File: src/rtl/fetch_unit.sv
// fetch_unit: instruction fetch stage for the RV64IM pipeline.
// Keeps the fetch PC and has at most one instruction-memory request in flight.
// Each returned word goes through a static predictor: JAL and backward
// conditional branches are predicted taken, everything else falls through.
// Fetched entries are queued toward decode. A redirect from execute flushes
// the whole stage.
// DEPTH must be a power of two and at least 2, so the FIFO pointers wrap
// naturally.

module fetch_unit #(
  parameter int unsigned DEPTH    = 4,
  parameter logic [63:0] RESET_PC = 64'h0
) (
  input  logic        clk,
  input  logic        reset_n,
  output logic        imem_req_valid,
  output logic [63:0] imem_req_addr,
  input  logic        imem_req_ready,
  input  logic        imem_resp_valid,
  input  logic [31:0] imem_resp_data,
  input  logic        redirect_valid,
  input  logic [63:0] redirect_pc,
  input  logic        dec_ready,
  output logic        dec_valid,
  output logic [31:0] instruction,
  output logic [63:0] pc,
  output logic        branch_taken
);

  localparam int unsigned PW = $clog2(DEPTH);
  localparam int unsigned CW = PW + 1;
  localparam logic [CW-1:0] DEPTH_C = CW'(DEPTH);

  localparam logic [6:0] OPC_JAL    = 7'b1101111;
  localparam logic [6:0] OPC_BRANCH = 7'b1100011;

  typedef enum logic [1:0] {
    S_FETCH = 2'd0,
    S_WAIT  = 2'd1,
    S_DROP  = 2'd2
  } state_t;

  state_t          r_state;
  logic [63:0]     r_pc;
  logic            r_active;
  logic [PW-1:0]   r_wrPtr;
  logic [PW-1:0]   r_rdPtr;
  logic [CW-1:0]   r_count;
  logic [31:0]     r_instMem  [DEPTH];
  logic [63:0]     r_pcMem    [DEPTH];
  logic            r_takenMem [DEPTH];

  logic [6:0]      w_opcode;
  logic [63:0]     w_immJ;
  logic [63:0]     w_immB;
  logic            w_isJal;
  logic            w_isBackBranch;
  logic            w_taken;
  logic [63:0]     w_nextPc;
  logic            w_reqFire;
  logic            w_push;
  logic            w_pop;

  // Pre-decode of the returning word: sign-extended J/B immediates and the static prediction.
  always_comb begin
    w_opcode       = imem_resp_data[6:0];
    w_immJ         = {{44{imem_resp_data[31]}}, imem_resp_data[19:12], imem_resp_data[20],
                      imem_resp_data[30:21], 1'b0};
    w_immB         = {{52{imem_resp_data[31]}}, imem_resp_data[7], imem_resp_data[30:25],
                      imem_resp_data[11:8], 1'b0};
    w_isJal        = (w_opcode == OPC_JAL);
    w_isBackBranch = (w_opcode == OPC_BRANCH) && imem_resp_data[31];
    w_taken        = w_isJal || w_isBackBranch;
    if (w_isJal) begin
      w_nextPc = r_pc + w_immJ;
    end else if (w_isBackBranch) begin
      w_nextPc = r_pc + w_immB;
    end else begin
      w_nextPc = r_pc + 64'd4;
    end
  end

  // Request admission and FIFO handshakes. The request is only raised in FETCH,
  // where nothing is in flight, so count < DEPTH already reserves the slot for
  // the response. A redirect suppresses every handshake in its cycle.
  // r_active keeps the request low in the cycle that reset is released.
  always_comb begin
    imem_req_valid = r_active && (r_state == S_FETCH) && (r_count < DEPTH_C) && !redirect_valid;
    imem_req_addr  = r_pc;
    w_reqFire      = imem_req_valid && imem_req_ready;
    w_push         = (r_state == S_WAIT) && imem_resp_valid && !redirect_valid;
    dec_valid      = (r_count != '0);
    w_pop          = dec_valid && dec_ready && !redirect_valid;
  end

  // The head entry is read straight out of storage.
  always_comb begin
    instruction  = r_instMem[r_rdPtr];
    pc           = r_pcMem[r_rdPtr];
    branch_taken = r_takenMem[r_rdPtr];
  end

  // Fetch state machine and fetch PC. The PC moves only on a redirect or a push,
  // which keeps the request address stable while a request waits for ready.
  always_ff @(posedge clk or negedge reset_n) begin
    if (!reset_n) begin
      r_state  <= S_FETCH;
      r_pc     <= RESET_PC;
      r_active <= 1'b0;
    end else begin
      r_active <= 1'b1;
      if (redirect_valid) begin
        r_pc <= redirect_pc;
        case (r_state)
          S_WAIT:  r_state <= imem_resp_valid ? S_FETCH : S_DROP;
          S_DROP:  r_state <= imem_resp_valid ? S_FETCH : S_DROP;
          default: r_state <= S_FETCH;
        endcase
      end else begin
        case (r_state)
          S_FETCH: begin
            if (w_reqFire) begin
              r_state <= S_WAIT;
            end
          end
          S_WAIT: begin
            if (imem_resp_valid) begin
              r_pc    <= w_nextPc;
              r_state <= S_FETCH;
            end
          end
          S_DROP: begin
            if (imem_resp_valid) begin
              r_state <= S_FETCH;
            end
          end
          default: r_state <= S_FETCH;
        endcase
      end
    end
  end

  // FIFO pointers and occupancy; a redirect empties the queue.
  always_ff @(posedge clk or negedge reset_n) begin
    if (!reset_n) begin
      r_wrPtr <= '0;
      r_rdPtr <= '0;
      r_count <= '0;
    end else if (redirect_valid) begin
      r_wrPtr <= '0;
      r_rdPtr <= '0;
      r_count <= '0;
    end else begin
      if (w_push) begin
        r_wrPtr <= r_wrPtr + PW'(1);
      end
      if (w_pop) begin
        r_rdPtr <= r_rdPtr + PW'(1);
      end
      case ({w_push, w_pop})
        2'b10:   r_count <= r_count + CW'(1);
        2'b01:   r_count <= r_count - CW'(1);
        default: r_count <= r_count;
      endcase
    end
  end

  // FIFO storage: a push writes {word, fetch PC, prediction} at the tail.
  always_ff @(posedge clk or negedge reset_n) begin
    if (!reset_n) begin
      for (int unsigned i = 0; i < DEPTH; i++) begin
        r_instMem[i]  <= '0;
        r_pcMem[i]    <= '0;
        r_takenMem[i] <= 1'b0;
      end
    end else if (w_push) begin
      r_instMem[r_wrPtr]  <= imem_resp_data;
      r_pcMem[r_wrPtr]    <= r_pc;
      r_takenMem[r_wrPtr] <= w_taken;
    end
  end

endmodule

File: config.mk
export PLATFORM = sky130hd
export DESIGN_NAME = fetch_unit
export DESIGN_NICKNAME = d
export VERILOG_FILES = /design/src/rtl/fetch_unit.sv
export SDC_FILE = /design/constraint.sdc
export NUM_CORES = 1
export LEC_CHECK = 0
export ABC_AREA = 1
export CORE_UTILIZATION = 51
export CTS_CLUSTER_DIAMETER = 30
export CTS_CLUSTER_SIZE = 24
export DETAILED_ROUTE_END_ITERATION = 7
export PLACE_DENSITY_LB_ADDON = 0.2
export SYNTH_ARGS = -nofsm -noshare
export SYNTH_HDL_FRONTEND = slang
export SYNTH_SLANG_ARGS = --single-unit
File: constraint.sdc
create_clock -name clk -period 5.1 [get_ports clk]
set_input_delay 1.02 -clock clk [delete_from_list [all_inputs] [get_ports clk]]
set_output_delay 1.02 -clock clk [all_outputs]
set_load 0.01 [all_outputs]
==> flow_metrics.tcl, run 1 <==
set metrics [dict create \
    outcome "finished clean" \
    place.gp.congestion 1.03 \
    tightestPinTransition_ns 1.15 \
    timing.critical_path.cells "inv_2, buf_4, o21ai_0, o22ai_1, clkdlybuf4s50_1" \
    crit_path_capture_type "output port" \
    synth.most_common_cell "nand2_1" \
    cts_tree "done" \
    switching_share_pct 39.7 \
    critical_path_arrival_ns 3.68 \
    antenna_viol_nets_final 0 \
    num-nets-final 4982 \
    syn_area_sq_um 30300 \
    timing_hold_violations_final 0 \
    synth_seq_cells 462 \
    required_ns 4.08 \
    skew_ns 0.0651 \
    critPathKind "reg2out" \
    grt_antenna_before_repair 5 \
    ctsRootBufferMaster "clkbuf_16" \
    util_after_layout_pct 63.3 \
    synth_top_area_share_pct 38.1 \
    finalSetupTns_ns 0 \
    wl_per_cell_microns 21.1 \
    routed_via_density 5.77 \
    grt_pass1_vias 30396 \
    rows 89 \
    synthesis.area_per_instance_sq_um 6.60 \
    max_freq_mhz 213 \
    pwr-share-clk_pct 34.6 \
    final-max-slew-violation-count 0 \
    die_w_microns 246 \
    die_h_microns 246 \
    power.density_cell_area_nw_per_um2 538 \
    synth.cells.most_frequent "1484 x nand2_1, 712 x o21ai_0, 501 x inv_1" \
    share_of_flip_flops_with_an_asynchronous_set_or_reset_pct 100 \
    synth.largest_area_cell "dfrtp_1" \
    ratio_of_cells_with_drive_above_1_in_the_final_layout_pct 5.32 \
    synth.area.top_cells "dfrtp_1 38%, nand2_1 18%, o21ai_0 12%" \
    synth_enable_flop_cells 0 \
    rsz_0062_raised_after_global_routing "no" \
    critPathMaxStageDelay_ns 0.92 \
    io_buffer_count 264 \
    postCtsSetupBuffers 0 \
    cts.reportedPaths.clkPinSlew_ns 0.06 \
    detail_route.iter0.violations 3743 \
    p_seq_share_pct 26.6 \
    ctsLongestPathBuffers 3 \
    power.internal_w 0.0121 \
    cts_resized 0 \
    met3_wirelength_from_detailed_routing_microns 11900 \
    setup_viol 0 \
    detailroute.via_count 32642 \
    worst_slew_margin_rel_pct 23.4 \
    timing.hold.worst.class "in2async" \
    synth.yosys.seq_area_share_pct 38.1 \
    post-route-period-util_pct 92.3 \
    static-leakage-power_nw 18.6 \
    global_route.overflow_total 0 \
    yosys.cell_types.count 49 \
    drc 0 \
    clock_tree.htree_level_count 3 \
    floorplan.die_area_sq_um 60400 \
    ys_dominant_reg_cell "dfrtp_1" \
    met2_wirelength_microns 51100 \
    power_frac_comb_pct 38.8 \
    dr.pass1.iters 6 \
    synth_cells 4595 \
    clock_latency_ns 0.68 \
    vdd.ir_drop.worst_mv 0.463 \
    min_period_ns 4.70 \
    cts_hold_buffers 0 \
    floorplan.initialDensity_pct 51.5 \
    floorplan_core_area_sq_um 58900 \
    synthToLayoutAreaGrowth_pct 23.0 \
    maxCapViolations 0 \
    highest_layer "met5" \
    hpwlAfterDp_microns 83600 \
    yosysWarnings 0 \
    wire_length_of_the_first_global_routing_pass_microns 179000 \
    timing.critical_path.from_type "flop" \
    worst-path-max-fanout 54 \
    ios 265 \
    cts-buffers-inserted 101 \
    clock-sinks 462 \
    synth_fp_nets 4782 \
    critPathSlowestCell "inv_2" \
    largest_net_degree_at_the_start_of_global_routing 195 \
    routedLengthMet1_microns 49100 \
    wirelength_microns 119000 \
    gr-usage-all-layers_pct 39.2 \
    net-switching-power_w 0.00797 \
]
power groups by stage:
| stage | Clock, W | Combinational, W | Sequential [W] |
|---|---|---|---|
| finish | 0.00694 | 0.00778 | 0.00534 |
| global route | 0.00716 | 0.00852 | 0.00540 |
| CTS | 0.00696 | 0.00765 | 0.00528 |
| detailed placement | 0 | 0.00758 | 0.00532 |
| global placement | 0 | 0.00752 | 0.00531 |
| floorplan | 0 | 0.00440 | 0.00506 |
state kept, by name, indices dropped and copies added, names as in the netlist:
signal         cells
imem_req_addr     64
r_active           1
r_count            3
r_instMem        128
r_pcMem          256
r_rdPtr            2
r_state            2
r_takenMem         4
r_wrPtr            2
per-stage QoR:
stage / setup WS, ns / power, W / cells / hold slack [ns] / instance area [sq um]
4_1_cts: 0.383 / 0.0199 / 5656 / 0.479 / 37300
3_5_place_dp: 0.970 / 0.0129 / 5465 / 0.467 / 33600
2_1_floorplan: 2.26 / 0.00945 / 4595 / 0.448 / 30300
6_report: 0.395 / 0.0201 / 5659 / 0.464 / 37300
5_1_grt: 0.317 / 0.0211 / 5656 / 0.489 / 37300
3_3_place_gp: 1.02 / 0.0128 / 5465 / 0.460 / 33600
final timing paths:
path	from	endpoint	slack (ns)	depth (start not counted)
max	r_rdPtr[1]$_DFFE_PN0P_	instruction[8]	0.40	5
min	reset_n	r_pcMem[5]$_DFFE_PN0P_	0.46	1
max reg2reg	imem_req_addr[19]$_DFFE_PN0P_	imem_req_addr[52]$_DFFE_PN0P_	1.88	12
min reg2reg	r_pcMem[189]$_DFFE_PN0P_	r_pcMem[189]$_DFFE_PN0P_	0.47	2
max in group asynchronous	reset_n	r_pcMem[152]$_DFFE_PN0P_	3.56	2
min in group clk	r_pcMem[189]$_DFFE_PN0P_	r_pcMem[189]$_DFFE_PN0P_	0.47	2
area by class of cell:
type                            instances  area, sq um
Antenna cell                            3         7.51
Clock buffer                          129         2800
Clock inverter                         62          881
Fill cell                            5458        21600
Inverter                              509         1920
Multi-Input combinational cell       3423        16100
Sequential cell                       462        11600
Tap cell                              773          967
Timing Repair Buffer                  298         3030
layer usage:
layer  vias to the layer above  track usage, %
li1                      15275               -
met1                     15369            53.5
met2                      1624            57.6
met3                       368            8.76
met4                         6            21.2
met5                         -               0
placed cells by master, fill, tap and decap left out, drive strengths merged, types with 18 or more instances in the layout:
master         synthesis  final
a21oi                139    139
buf                   27     37
clkbuf               174    129
clkdlybuf4s50          0    261
clkinv                 2     30
dfrtp                462    462
ha                    82     82
inv                  507    514
nand2               1486   1486
nand3                221    221
nand4                 26     26
nor2                 439    439
nor3                  52     52
o211ai                18     18
o21ai                724    724
o22ai                103    103
xor2                  67     67
critical path: cells and delay by family, from the launching register on:
kind,cells,cell delay (ns)
buffers and inverters,3,1.89
DFF,1,0.70
AOI/OAI and AO/OA,2,0.40
cell families after synthesis:
logic type	Yosys count	share of synthesized area, %
compound gates	1022	17.8
other cells	1	0.0124
xor+xnor	73	2.11
simple gates	2242	29.5
fa+ha+maj	85	3.58
flops	462	38.1
buf+inv	710	8.85
No activity file was read; power rests on OpenSTA's default activity.
==> run 2: changes to the inputs <==
Settings changed: GPL_TIMING_DRIVEN from default to 0, MAX_ROUTING_LAYER from default to met4.
==> run 2 against run 1 <==
Against the previous run: total power shrank 2.1%; utilization decreased by 0.12 points; largest cell class unchanged; hold slack got worse by 0.22 ns.
==> flow_metrics.tcl, run 2 (synthesized netlist as in run 1, its figures left out) <==
set metrics [dict create \
    outcome "finished clean" \
    place.gp.congestion 1.05 \
    largest_net_degree_at_the_start_of_global_routing 124 \
    setup_viol 0 \
    util_after_layout_pct 63.2 \
    critPathKind "reg2out" \
    tightestPinTransition_ns 1.27 \
    fin_ws_ns 0.0120 \
    dr.pass1.iters 7 \
    floorplan.die_area_sq_um 60400 \
    power.density_cell_area_nw_per_um2 528 \
    routed_via_density 5.95 \
    wirelength_microns 138000 \
    timing.hold.worst.class "in2async" \
    synthToLayoutAreaGrowth_pct 22.7 \
    num-nets-final 5137 \
    crit_top_cell "clkbuf_1" \
    finalSetupTns_ns 0 \
    wire_length_of_the_first_global_routing_pass_microns 200000 \
    fin_total_pwr_w 0.0196 \
    ctsLongestPathBuffers 3 \
    cp_num_buf_inv 4 \
    maxCapViolations 0 \
    critical_path_arrival_ns 4.07 \
    critical-path-top-delay-family "buffers and inverters" \
    cts.reportedPaths.clkPinSlew_ns 0.06 \
    layout_commonest_cell "nand2_1" \
    largest_register_ffs 256 \
    gr-usage-all-layers_pct 46.1 \
    vdd.ir_drop.worst_mv 0.416 \
    clock_latency_ns 0.62 \
    post-route-period-util_pct 99.8 \
    floorplan_core_area_sq_um 58900 \
    worst-path-max-fanout 10 \
    critPathMaxStageDelay_ns 0.65 \
    final-max-slew-violation-count 0 \
    timing.critical_path.cells "clkbuf_1, clkbuf_1, clkbuf_1, nor2_1, o22ai_1, clkdlybuf4s50_1" \
    min_period_ns 5.09 \
    crit_path_capture_type "output port" \
    preCtsSetupSlack_ns 0.577 \
    critPathSlowestCell "clkbuf_1" \
    path_depth 6 \
    multi_input_combinational_cell_area_sq_um 16100 \
    largest_register "r_pcMem" \
    antenna_viol_nets_final 0 \
    drc 0 \
    required_ns 4.08 \
    detail_route.iter0.violations 4420 \
    reg_area_sq_um 11600 \
    floorplan.initialDensity_pct 51.5 \
    clock_tree.htree_level_count 3 \
    ctsRootBufferMaster "clkbuf_16" \
    layout.cells.most_common_list "1484 x nand2_1, 712 x o21ai_0, 501 x inv_1" \
    static-leakage-power_nw 18.4 \
    timing_hold_violations_final 0 \
    detailroute.via_count 34502 \
    rsz_0062_raised_after_global_routing "no" \
    hpwlAfterDp_microns 105000 \
    die_h_microns 246 \
    rows 89 \
    cts-buffers-inserted 85 \
    grt_pass1_vias 32719 \
    clock-sinks 462 \
    io_buffer_count 263 \
    die_w_microns 246 \
    timing.critical_path.from_type "flop" \
    worst_hold_slack_ns 0.245 \
    global_route.overflow_total 0 \
    skew_ns 0.0149 \
    cts_tree "done" \
    ios 265 \
    final.fill_count 5549 \
    ratio_of_cells_with_drive_above_1_in_the_final_layout_pct 4.04 \
    wl_per_cell_microns 23.7 \
    grt_antenna_before_repair 7 \
    cell_count_of_the_worst_reg_to_reg_path 16 \
    worst_slew_margin_rel_pct 15.2 \
    max_freq_mhz 197 \
]
[run 2: cell count changes in the layout (fill, tap and decap cells not counted), sizes merged]
cell and change:
clkbuf +144, clkinvlp +1, clkinv -13, buf -3, inv +9, diode +6
[run 2: metrics by stage]
step | cell area [sq um] | cells
final | 37200 | 5803
after floorplan | 30300 | 4595
after detailed placement | 34000 | 5636
after global placement | 33900 | 5631
after global routing | 37200 | 5801
after CTS | 37200 | 5794
[run 2: worst paths after layout]
path / from / end / slack, ns
min in group clk: r_instMem[82]$_DFFE_PN0P_ / r_instMem[82]$_DFFE_PN0P_ / 0.48
worst min register to register: r_instMem[82]$_DFFE_PN0P_ / r_instMem[82]$_DFFE_PN0P_ / 0.48
max in group asynchronous: reset_n / r_instMem[2]$_DFFE_PN0P_ / 3.34
worst max-delay path: r_rdPtr[0]$_DFFE_PN0P_ / pc[28] / 0.01
worst min-delay path: reset_n / r_pcMem[197]$_DFFE_PN0P_ / 0.25
worst max register to register: imem_req_addr[2]$_DFFE_PN0P_ / imem_req_addr[51]$_DFFE_PN0P_ / 1.22
[run 2: worst reg2reg max path: stages (launching register included)]
cell and delay [ns]:
dfrtp_1 0.49, clkinv_1 0.52, fa_1 0.58, inv_1 0.09, nand3_1 0.12, nand2_1 0.17, nand2_1 0.07, nand2_1 0.14
a21oi_1 0.19, o21ai_1 0.47, nand2_1 0.16, nand3_1 0.11, nand2_1 0.05, nand3_1 0.17, nand3_1 0.20, nand2_1 0.18
nand2_1 0.06
[run 2: area by class of cell]
class	count	share of cell area, %
multi-input combinational	3423	43.2
sequential	462	31.1
timing repair buffer	268	7.42
clock buffer	99	6.11
inverter	509	5.13
tap	773	2.60
clock inverter	59	2.33
buffer	201	2.08
antenna	9	0.0605
[run 2: routing by layer]
metal | vias up | track usage (%) | wire, microns
met2 | 2106 | 69.0 | 60600
met4 | 0 | 26.4 | 8550
met1 | 16365 | 58.1 | 53200
met3 | 431 | 9.20 | 15300
li1 | 15600 | - | -
met5 | - | - | 0
[run 2: what timing repair did]
item                                   CTS  global route
endpoints found under the hold margin    0             0
buffers inserted                         0             0
gates resized for setup                  1             0
setup endpoints to repair               17             0
hold buffers                             0             0
[run 2: power breakdown]
| part | internal (W) | switching, W |
|---|---|---|
| Clock | 0.00402 | 0.00214 |
| Combinational | 0.00295 | 0.00518 |
| Sequential | 0.00450 | 0.000856 |
| Total | 0.0115 | 0.00818 |
